<file path="config.mk">
export PLATFORM = sky130hd
export DESIGN_NAME = irq_pad_ctrl_flat
export DESIGN_NICKNAME = d
export VERILOG_FILES = /design/src/rtl/irq_pad_ctrl_if.sv /design/src/rtl/irq_pad_ctrl.sv /design/src/flat_wrapper.sv
export SDC_FILE = /design/constraint.sdc
export NUM_CORES = 1
export LEC_CHECK = 0
export CORE_MARGIN = 4
export CORE_UTILIZATION = 38
export CTS_BUF_LIST = sky130_fd_sc_hd__clkbuf_8
export CTS_CLUSTER_DIAMETER = 60
export DETAILED_ROUTE_END_ITERATION = 10
export GPL_ROUTABILITY_DRIVEN = 0
export GPL_TIMING_DRIVEN = 0
export PLACE_DENSITY = 0.64
export SYNTH_ARGS = -nofsm -noshare
export SYNTH_HDL_FRONTEND = slang
export SYNTH_SLANG_ARGS = --single-unit
</file>
<file path="constraint.sdc">
create_clock -name clk -period 7 [get_ports clk]
set_input_delay 1.4 -clock clk [delete_from_list [all_inputs] [get_ports clk]]
set_output_delay 1.4 -clock clk [all_outputs]
set_load 0.1 [all_outputs]
</file>
<file path="src/rtl/irq_pad_ctrl_if.sv">
// SOC-side interrupt/acknowledge bundle for irq_pad_ctrl.
// The controller drives the slave modport; the SOC (or a bench) drives the master modport.
interface irq_pad_ctrl_if #(
  parameter int NUM_CH = 16,
  parameter int IDW    = (NUM_CH > 1) ? $clog2(NUM_CH) : 1
);
  // Handshake: irq_valid/irq_id are levels that track irq_pending and need no
  // ready. ack_valid is a one-cycle strobe that is always consumed. A valid ack
  // (in range and pending) clears that channel next cycle. Any other ack
  // changes nothing and answers with a one-cycle ack_err pulse the cycle after.
  logic [NUM_CH-1:0] irq_pending;
  logic              irq_valid;
  logic [IDW-1:0]    irq_id;
  logic              ack_valid;
  logic [IDW-1:0]    ack_id;
  logic              ack_err;

  modport master (
    input  irq_pending, irq_valid, irq_id, ack_err,
    output ack_valid, ack_id
  );

  modport slave (
    output irq_pending, irq_valid, irq_id, ack_err,
    input  ack_valid, ack_id
  );
endinterface

</file>
<file path="src/rtl/irq_pad_ctrl.sv">
// Pad-ring interrupt front-end: sync, glitch filter, edge/level pending, priority present, timed EOI pulses.
// Optional macro IRQ_OVF_TRACK_EN adds the sticky per-channel irq_ovf output.
module irq_pad_ctrl #(
  parameter int NUM_CH      = 16,
  parameter int SYNC_STAGES = 2,
  parameter int FILT_CYCLES = 4,
  parameter int EOI_PULSE   = 8,
  parameter int IDW         = (NUM_CH > 1) ? $clog2(NUM_CH) : 1
) (
  input  logic              clk,
  input  logic              rst,
  irq_pad_ctrl_if.slave     soc,
  input  logic [NUM_CH-1:0] irq_pad_in,
  input  logic [NUM_CH-1:0] cfg_en,
  input  logic [NUM_CH-1:0] cfg_edge,
  output logic [NUM_CH-1:0] eoi_pad_out
`ifdef IRQ_OVF_TRACK_EN
  ,
  output logic [NUM_CH-1:0] irq_ovf
`endif
);

  localparam int CW = (FILT_CYCLES > 1) ? $clog2(FILT_CYCLES) : 1;
  localparam int EW = $clog2(EOI_PULSE + 1);
  localparam logic [CW-1:0] FILT_LAST = CW'(FILT_CYCLES - 1);
  localparam logic [EW-1:0] EOI_LOAD  = EW'(EOI_PULSE);

  logic [NUM_CH-1:0] sync_q [SYNC_STAGES];
  logic [NUM_CH-1:0] synced;
  logic [NUM_CH-1:0] filt_q;
  logic [NUM_CH-1:0] filt_d;
  logic [CW-1:0]     filt_cnt [NUM_CH];
  logic [EW-1:0]     eoi_cnt  [NUM_CH];
  logic [NUM_CH-1:0] eoi_busy;
  logic [NUM_CH-1:0] pending_q;
  logic [NUM_CH-1:0] pending_d;
  logic [NUM_CH-1:0] ack_hit;
  logic [NUM_CH-1:0] edge_set;
  logic [NUM_CH-1:0] level_set;
  logic [NUM_CH-1:0] set_ev;
  logic              ack_ok;
  logic              ack_err_q;
  logic [IDW-1:0]    id_sel;

  // ---------------------------------------------------------------- synchroniser
  always_ff @(posedge clk or posedge rst) begin
    if (rst) begin
      for (int s = 0; s < SYNC_STAGES; s++) sync_q[s] <= '0;
    end else begin
      sync_q[0] <= irq_pad_in;
      for (int s = 1; s < SYNC_STAGES; s++) sync_q[s] <= sync_q[s-1];
    end
  end

  assign synced = sync_q[SYNC_STAGES-1];

  // ---------------------------------------------------------------- glitch filter
  // The counter only runs while synced disagrees with the filtered value; the
  // FILT_CYCLES-th consecutive disagreement commits the new value.
  always_ff @(posedge clk or posedge rst) begin
    if (rst) begin
      filt_q <= '0;
      filt_d <= '0;
      for (int i = 0; i < NUM_CH; i++) filt_cnt[i] <= '0;
    end else begin
      filt_d <= filt_q;
      for (int i = 0; i < NUM_CH; i++) begin
        if (synced[i] != filt_q[i]) begin
          if (filt_cnt[i] == FILT_LAST) begin
            filt_q[i]   <= synced[i];
            filt_cnt[i] <= '0;
          end else begin
            filt_cnt[i] <= filt_cnt[i] + 1'b1;
          end
        end else begin
          filt_cnt[i] <= '0;
        end
      end
    end
  end

  // ---------------------------------------------------------------- ack decode and events
  always_comb begin
    ack_hit = '0;
    for (int i = 0; i < NUM_CH; i++) begin
      ack_hit[i] = soc.ack_valid && (soc.ack_id == IDW'(i)) && pending_q[i];
    end
  end

  assign ack_ok = |ack_hit;

  always_comb begin
    eoi_busy = '0;
    for (int i = 0; i < NUM_CH; i++) eoi_busy[i] = (eoi_cnt[i] != '0);
  end

  // A level channel being acked starts its EOI pulse this cycle. It is held off
  // like a channel already in its pulse, so the ack actually drops it.
  assign edge_set  = cfg_edge & filt_q & ~filt_d;
  assign level_set = ~cfg_edge & filt_q & ~eoi_busy & ~ack_hit;
  assign set_ev    = cfg_en & (edge_set | level_set);
  assign pending_d = set_ev | (pending_q & ~ack_hit);

  always_ff @(posedge clk or posedge rst) begin
    if (rst) begin
      pending_q <= '0;
      ack_err_q <= 1'b0;
    end else begin
      pending_q <= pending_d;
      ack_err_q <= soc.ack_valid && !ack_ok;
    end
  end

  // ---------------------------------------------------------------- EOI pulse timers
  always_ff @(posedge clk or posedge rst) begin
    if (rst) begin
      for (int i = 0; i < NUM_CH; i++) eoi_cnt[i] <= '0;
    end else begin
      for (int i = 0; i < NUM_CH; i++) begin
        if (ack_hit[i])       eoi_cnt[i] <= EOI_LOAD;
        else if (eoi_busy[i]) eoi_cnt[i] <= eoi_cnt[i] - 1'b1;
      end
    end
  end

  assign eoi_pad_out = eoi_busy;

  // ---------------------------------------------------------------- presentation
  always_comb begin
    id_sel = '0;
    for (int i = NUM_CH - 1; i >= 0; i--) begin
      if (pending_q[i]) id_sel = IDW'(i);
    end
  end

  assign soc.irq_pending = pending_q;
  assign soc.irq_valid   = |pending_q;
  assign soc.irq_id      = id_sel;
  assign soc.ack_err     = ack_err_q;

`ifdef IRQ_OVF_TRACK_EN
  // ---------------------------------------------------------------- overflow tracking
  logic [NUM_CH-1:0] ovf_q;
  logic [NUM_CH-1:0] ovf_set;

  assign ovf_set = cfg_en & edge_set & pending_q;

  always_ff @(posedge clk or posedge rst) begin
    if (rst) ovf_q <= '0;
    else     ovf_q <= ovf_set | (ovf_q & ~ack_hit);
  end

  assign irq_ovf = ovf_q;
`endif

endmodule

</file>
<file path="src/flat_wrapper.sv">
// flat-port wrapper written by rule: the top's interface ports become plain ports
module irq_pad_ctrl_flat 
#(
  parameter int NUM_CH      = 16,
  parameter int SYNC_STAGES = 2,
  parameter int FILT_CYCLES = 4,
  parameter int EOI_PULSE   = 8,
  parameter int IDW         = (NUM_CH > 1) ? $clog2(NUM_CH) : 1
)
  (clk, rst, irq_pad_in, cfg_en, cfg_edge, eoi_pad_out, soc_irq_pending, soc_irq_valid, soc_irq_id, soc_ack_err, soc_ack_valid, soc_ack_id);
  irq_pad_ctrl_if #(.NUM_CH(NUM_CH), .IDW(IDW)) soc_i ();
  input  logic clk;
  input  logic rst;
  input  logic [NUM_CH-1:0] irq_pad_in;
  input  logic [NUM_CH-1:0] cfg_en;
  input  logic [NUM_CH-1:0] cfg_edge;
  output logic [NUM_CH-1:0] eoi_pad_out;
  output wire logic [$bits(soc_i.irq_pending)-1:0] soc_irq_pending;
  output wire logic [$bits(soc_i.irq_valid)-1:0] soc_irq_valid;
  output wire logic [$bits(soc_i.irq_id)-1:0] soc_irq_id;
  output wire logic [$bits(soc_i.ack_err)-1:0] soc_ack_err;
  input wire logic [$bits(soc_i.ack_valid)-1:0] soc_ack_valid;
  input wire logic [$bits(soc_i.ack_id)-1:0] soc_ack_id;
  assign soc_irq_pending = soc_i.irq_pending;
  assign soc_irq_valid = soc_i.irq_valid;
  assign soc_irq_id = soc_i.irq_id;
  assign soc_ack_err = soc_i.ack_err;
  assign soc_i.ack_valid = soc_ack_valid;
  assign soc_i.ack_id = soc_ack_id;
  irq_pad_ctrl #(.NUM_CH(NUM_CH), .SYNC_STAGES(SYNC_STAGES), .FILT_CYCLES(FILT_CYCLES), .EOI_PULSE(EOI_PULSE), .IDW(IDW)) u_core (.clk(clk), .rst(rst), .soc(soc_i), .irq_pad_in(irq_pad_in), .cfg_en(cfg_en), .cfg_edge(cfg_edge), .eoi_pad_out(eoi_pad_out));
endmodule
</file>
# Word level (Yosys, flattened, before mapping)
# Cells that the tools add are included.
# word_totals
word_cells	310
output_inout_bits	38
reg_bits	177
in_bits	55
# classes
addsub	32
eq_ne	47
muxes	80
n_bitwise	13
n_reduce_logical	85
# ops
operator	count
two-way mux 4 bit	48
bitwise AND 16 bit	7
two-way mux 2 bit	32
NOT 16 bit	4
nonzero test 4 bit	16
subtractor 4 x 1 -> 4 bit (second input constant)	16
logical AND 1 bit	33
adder 2 x 1 -> 2 bit (second input constant)	16
== test 2 bit (second input constant)	16
== test 4 bit (second input constant)	8
OR 16 bit	2
AND reduction 2 bit	16
nonzero test 2 bit	16
OR reduction 16 bit	2
== test 4 x 3 -> 1 bit (second input constant)	4
!= test 1 bit	16
== test 4 x 2 -> 1 bit (second input constant)	2
== test 4 x 1 -> 1 bit (second input constant)	1
zero test 4 bit	1
zero test 1 bit	1

# Longest topological paths before layout
# depth
depth_word	16
mapped_depth	6
ltp_nobuf	5

# Worst setup path after synthesis
# No wires, ideal clock.
# synth_path
kind	flip-flop to output port
from	reg u_core.pending_q[14], in the netlist u_core.soc.irq_pending[14]
to	out soc_irq_id[1]
t_arrival_ns	3.727
path_stages_with_launch	6
t_required_ns	5.600
setup_slack_ns	1.873
cell_sequence	dfrtp_1 nor2_1 o31ai_1 a211oi_1 o31a_1 nor3_1
# synth_via
elab_chain_len	15
# synth_rtl
element	line_no	rtl
from (decl)	irq_pad_ctrl.sv:35	logic [NUM_CH-1:0] pending_q;
from (signal assigned)	irq_pad_ctrl.sv:109	pending_q <= pending_d;
two-way mux 4 bit (15 in a row)	irq_pad_ctrl.sv:132	if (pending_q[i]) id_sel = IDW'(i);
to (decl)	flat_wrapper.sv:20	output wire logic [$bits(soc_i.irq_id)-1:0] soc_irq_id;
# Every way passes these cells.

# Worst setup path after layout
# Same ends and word-level chain as after synthesis.

==> flow_summary.yaml <==
run_status:
  status: "completed"
setup_path:
  crit_path_start: "u_core.soc.irq_pending[14]"
  r2r_cells: 6
  crit_fanout: 6
  r2r_slack_ps: 5120
  worstSetupStartpointType: "register"
  critPathRequiredTime_ps: 5600
  reg2reg_from: "u_core.eoi_cnt[40]"
  cp-endpoint: "soc_irq_id[1]"
  rr_endpoint: "u_core.soc.irq_pending[5]"
  path_class: "reg -> out"
  end_kind: "primary output"
  cp.arrival_ps: 3090
logic_synthesis:
  synth_top_flop_cell: "dfrtp_1"
  yosysWarnings: 0
  synth_compound_area_share_pct: 8.50
  yosysSeqAreaShare_pct: 58.9
  synthesis.instances: 634
  post-synth-top-area-fraction_pct: 58.9
  async_flop_share_pct: 100
  synthTopCellsByArea: "dfrtp_1, ha_1, mux2_2"
  synth_top_cell_by_area: "dfrtp_1"
  synth_top_family_by_area: "simple AND/OR/NAND/NOR gates"
  synth-seq-cells: 177
  synth-xor-area-share_pct: 3.84
  syn_nets: 722
  avgSynthCellArea_um2: 11.9
  synth.most_common_cell: "dfrtp_1"
  synth_simple_gate_area_share_pct: 17.0
  netlist_area_um2: 7520
  ys_top_cells_by_count: "dfrtp_1, nor2_1, inv_1"
  synth.distinct_cells: 41
  synth_mux_area_share_pct: 3.89
  synth_fa_ha_area_share_pct: 5.49
  synth-edff-count: 0
timing:
  maxSlewHeadroom_pct: 30.1
  final_hold_viol_count: 0
  min_period_ps: 4490
  min_period_over_period_pct: 64.2
  rsz0062_at_grt: "false"
  max_freq_ghz: 0.223
  holdWs_ps: 347
  worst_slew_pin_slew_ps: 1050
  fin_skew_ps: 10.8
  maxSlewViolCount: 0
  setup_violations: 0
clock_network:
  cts.path.max_buffers: 2
  post-cts-setup-buffer-count: 0
  root_buffer: "clkbuf_8"
  clkTransAtPathRegs_ps: 90
  ctsResizeCount: 0
  insertion_delay_ps: 450
  cts_hold_buf: 0
  cts.sinks: 177
  cts_tree: "yes"
  cts_buffers: 17
  cts-htree-levels: 4
final_layout:
  fin_nets: 834
  antenna_cells: 0
  design_area_um2: 9210
  fin_cells: 1023
  syn2layout_area_growth_pct: 22.5
  drive_gt1_share_pct: 10.2
power:
  peakVddDrop_mv: 0.242
  p_leak_nw: 4.13
  total_power_mw: 4.44
  powerDensity_nw_per_um2: 482
routing:
  firstDrtPassIters: 5
  via_per_inst: 5.08
  drt_iter0_drc: 247
  vias: 5196
  drc: 0
  drtAntennaViolNets: 0
  wirelength_mm: 16.4
  wire_per_inst_um: 16.0
place:
  hpwl_mm: 12.5
  portBuffers: 92
  dpl_cell_area_um2: 8810
  dp_cells: 992
floorplanning:
  die_x_um: 149
  die_height_um: 149
  die-area_um2: 22100
  ios: 93
  core_area_um2: 19500
  rows: 51
  initial_core_util_pct: 38.6
hold_path:
  hold_path.class: "reg -> reg"
global_route:
  overflow: 0
  grt_start_max_net_pins: 92
  grt_pass1_wl_mm: 27.4
  grt_use_total_pct: 15.7
  antenna_found_initial: 0
  grt_pass1_vias: 5589
run:
  cap_viol_max_count: 0
-- flip-flops by register name (all words and copies together), names as in the netlist --
| name | count |
|---|---|
| u_core.synced | 16 |
| u_core.soc.ack_err | 1 |
| u_core.filt_q | 16 |
| u_core.filt_d | 16 |
| u_core.filt_cnt | 32 |
| u_core.soc.irq_pending | 16 |
| u_core.sync_q | 16 |
| u_core.eoi_cnt | 64 |
-- worst min-delay path by stage --
stage                      startpoint                end  slack (ps)  cells past startpoint
floorplan           u_core.sync_q[16]   u_core.synced[0]         330                      0
CTS                 u_core.sync_q[22]   u_core.synced[6]         360                      0
global placement    u_core.sync_q[31]  u_core.synced[15]         330                      0
finish              u_core.sync_q[22]   u_core.synced[6]         350                      0
global route        u_core.sync_q[24]   u_core.synced[8]         360                      0
detailed placement  u_core.sync_q[21]   u_core.synced[5]         330                      0
-- per-stage QoR --
step	util, %	TNS [ps]	setup slack (ps)
6_report	47.3	0	2510
5_1_grt	47.3	0	2430
4_1_cts	47.3	0	2490
3_5_place_dp	45.3	0	2980
3_3_place_gp	45.1	-202620	-1160
2_1_floorplan	-	0	798
-- worst max-delay path, stage by stage (launching register included) --
cell	delay, ps
dfrtp_1	510
nor2_1	120
o31ai_1	200
a211oi_1	110
o31a_1	250
nor3_1	260
clkdlybuf4s50_1	1200
-- cell type report --
type / count / area (um^2)
flip-flops and latches: 177 / 4430
well taps: 265 / 332
clock buffers: 20 / 275
repair buffers: 93 / 948
fillers: 1752 / 10200
clock inverters: 11 / 129
multi-input cells: 411 / 2910
plain buffers: 10 / 46.3
inverters: 36 / 143
-- metal layers --
metal | GRT usage (%) | part of all wire, %
met2 | 27.9 | 52
met1 | 18.2 | 40
met4 | 5.96 | 2.9
met5 | 0 | 0
met3 | 4.24 | 4.4
-- kinds of logic (layout without fill, tap and decap cells) --
group	count (synthesis)	after routing
simple gates	238	238
flops	177	177
compound gates	81	81
buf+inv	46	170
fa+ha+maj	33	33
xor+xnor	33	33
mux	26	26
-- cells in the final DEF, fill, tap and decap left out, drive strengths merged, types with 2 or more instances in the layout --
| cell | Yosys | routed |
|---|---|---|
| a32o | 14 | 14 |
| a31o | 2 | 2 |
| mux2 | 26 | 26 |
| ha | 33 | 33 |
| nand2 | 34 | 34 |
| nor3 | 34 | 34 |
| or3b | 7 | 7 |
| and4 | 4 | 4 |
| xnor2 | 32 | 32 |
| nor2 | 62 | 62 |
| a211oi | 17 | 17 |
| clkbuf | 8 | 28 |
| nor4 | 7 | 7 |
| nand3 | 6 | 6 |
| clkdlybuf4s50 | 0 | 92 |
| nor2b | 21 | 21 |
| a211o | 16 | 16 |
| nand3b | 5 | 5 |
| and3b | 3 | 3 |
| nand2b | 21 | 21 |
| nor3b | 2 | 2 |
| inv | 36 | 39 |
| dfrtp | 177 | 177 |
| buf | 2 | 3 |
| or3 | 16 | 16 |
| clkinv | 0 | 5 |
| a21oi | 10 | 10 |
| o31ai | 17 | 17 |
| and3 | 14 | 14 |
| bufinv | 0 | 2 |
-- report_power, final --
| group | internal, mW | switching [mW] | total [mW] |
|---|---|---|---|
| Clock | 0.347 | 0.363 | 0.710 |
| Sequential | 1.43 | 0.363 | 1.79 |
| Combinational | 0.741 | 1.19 | 1.93 |
Power figures use the tool's default switching activity.
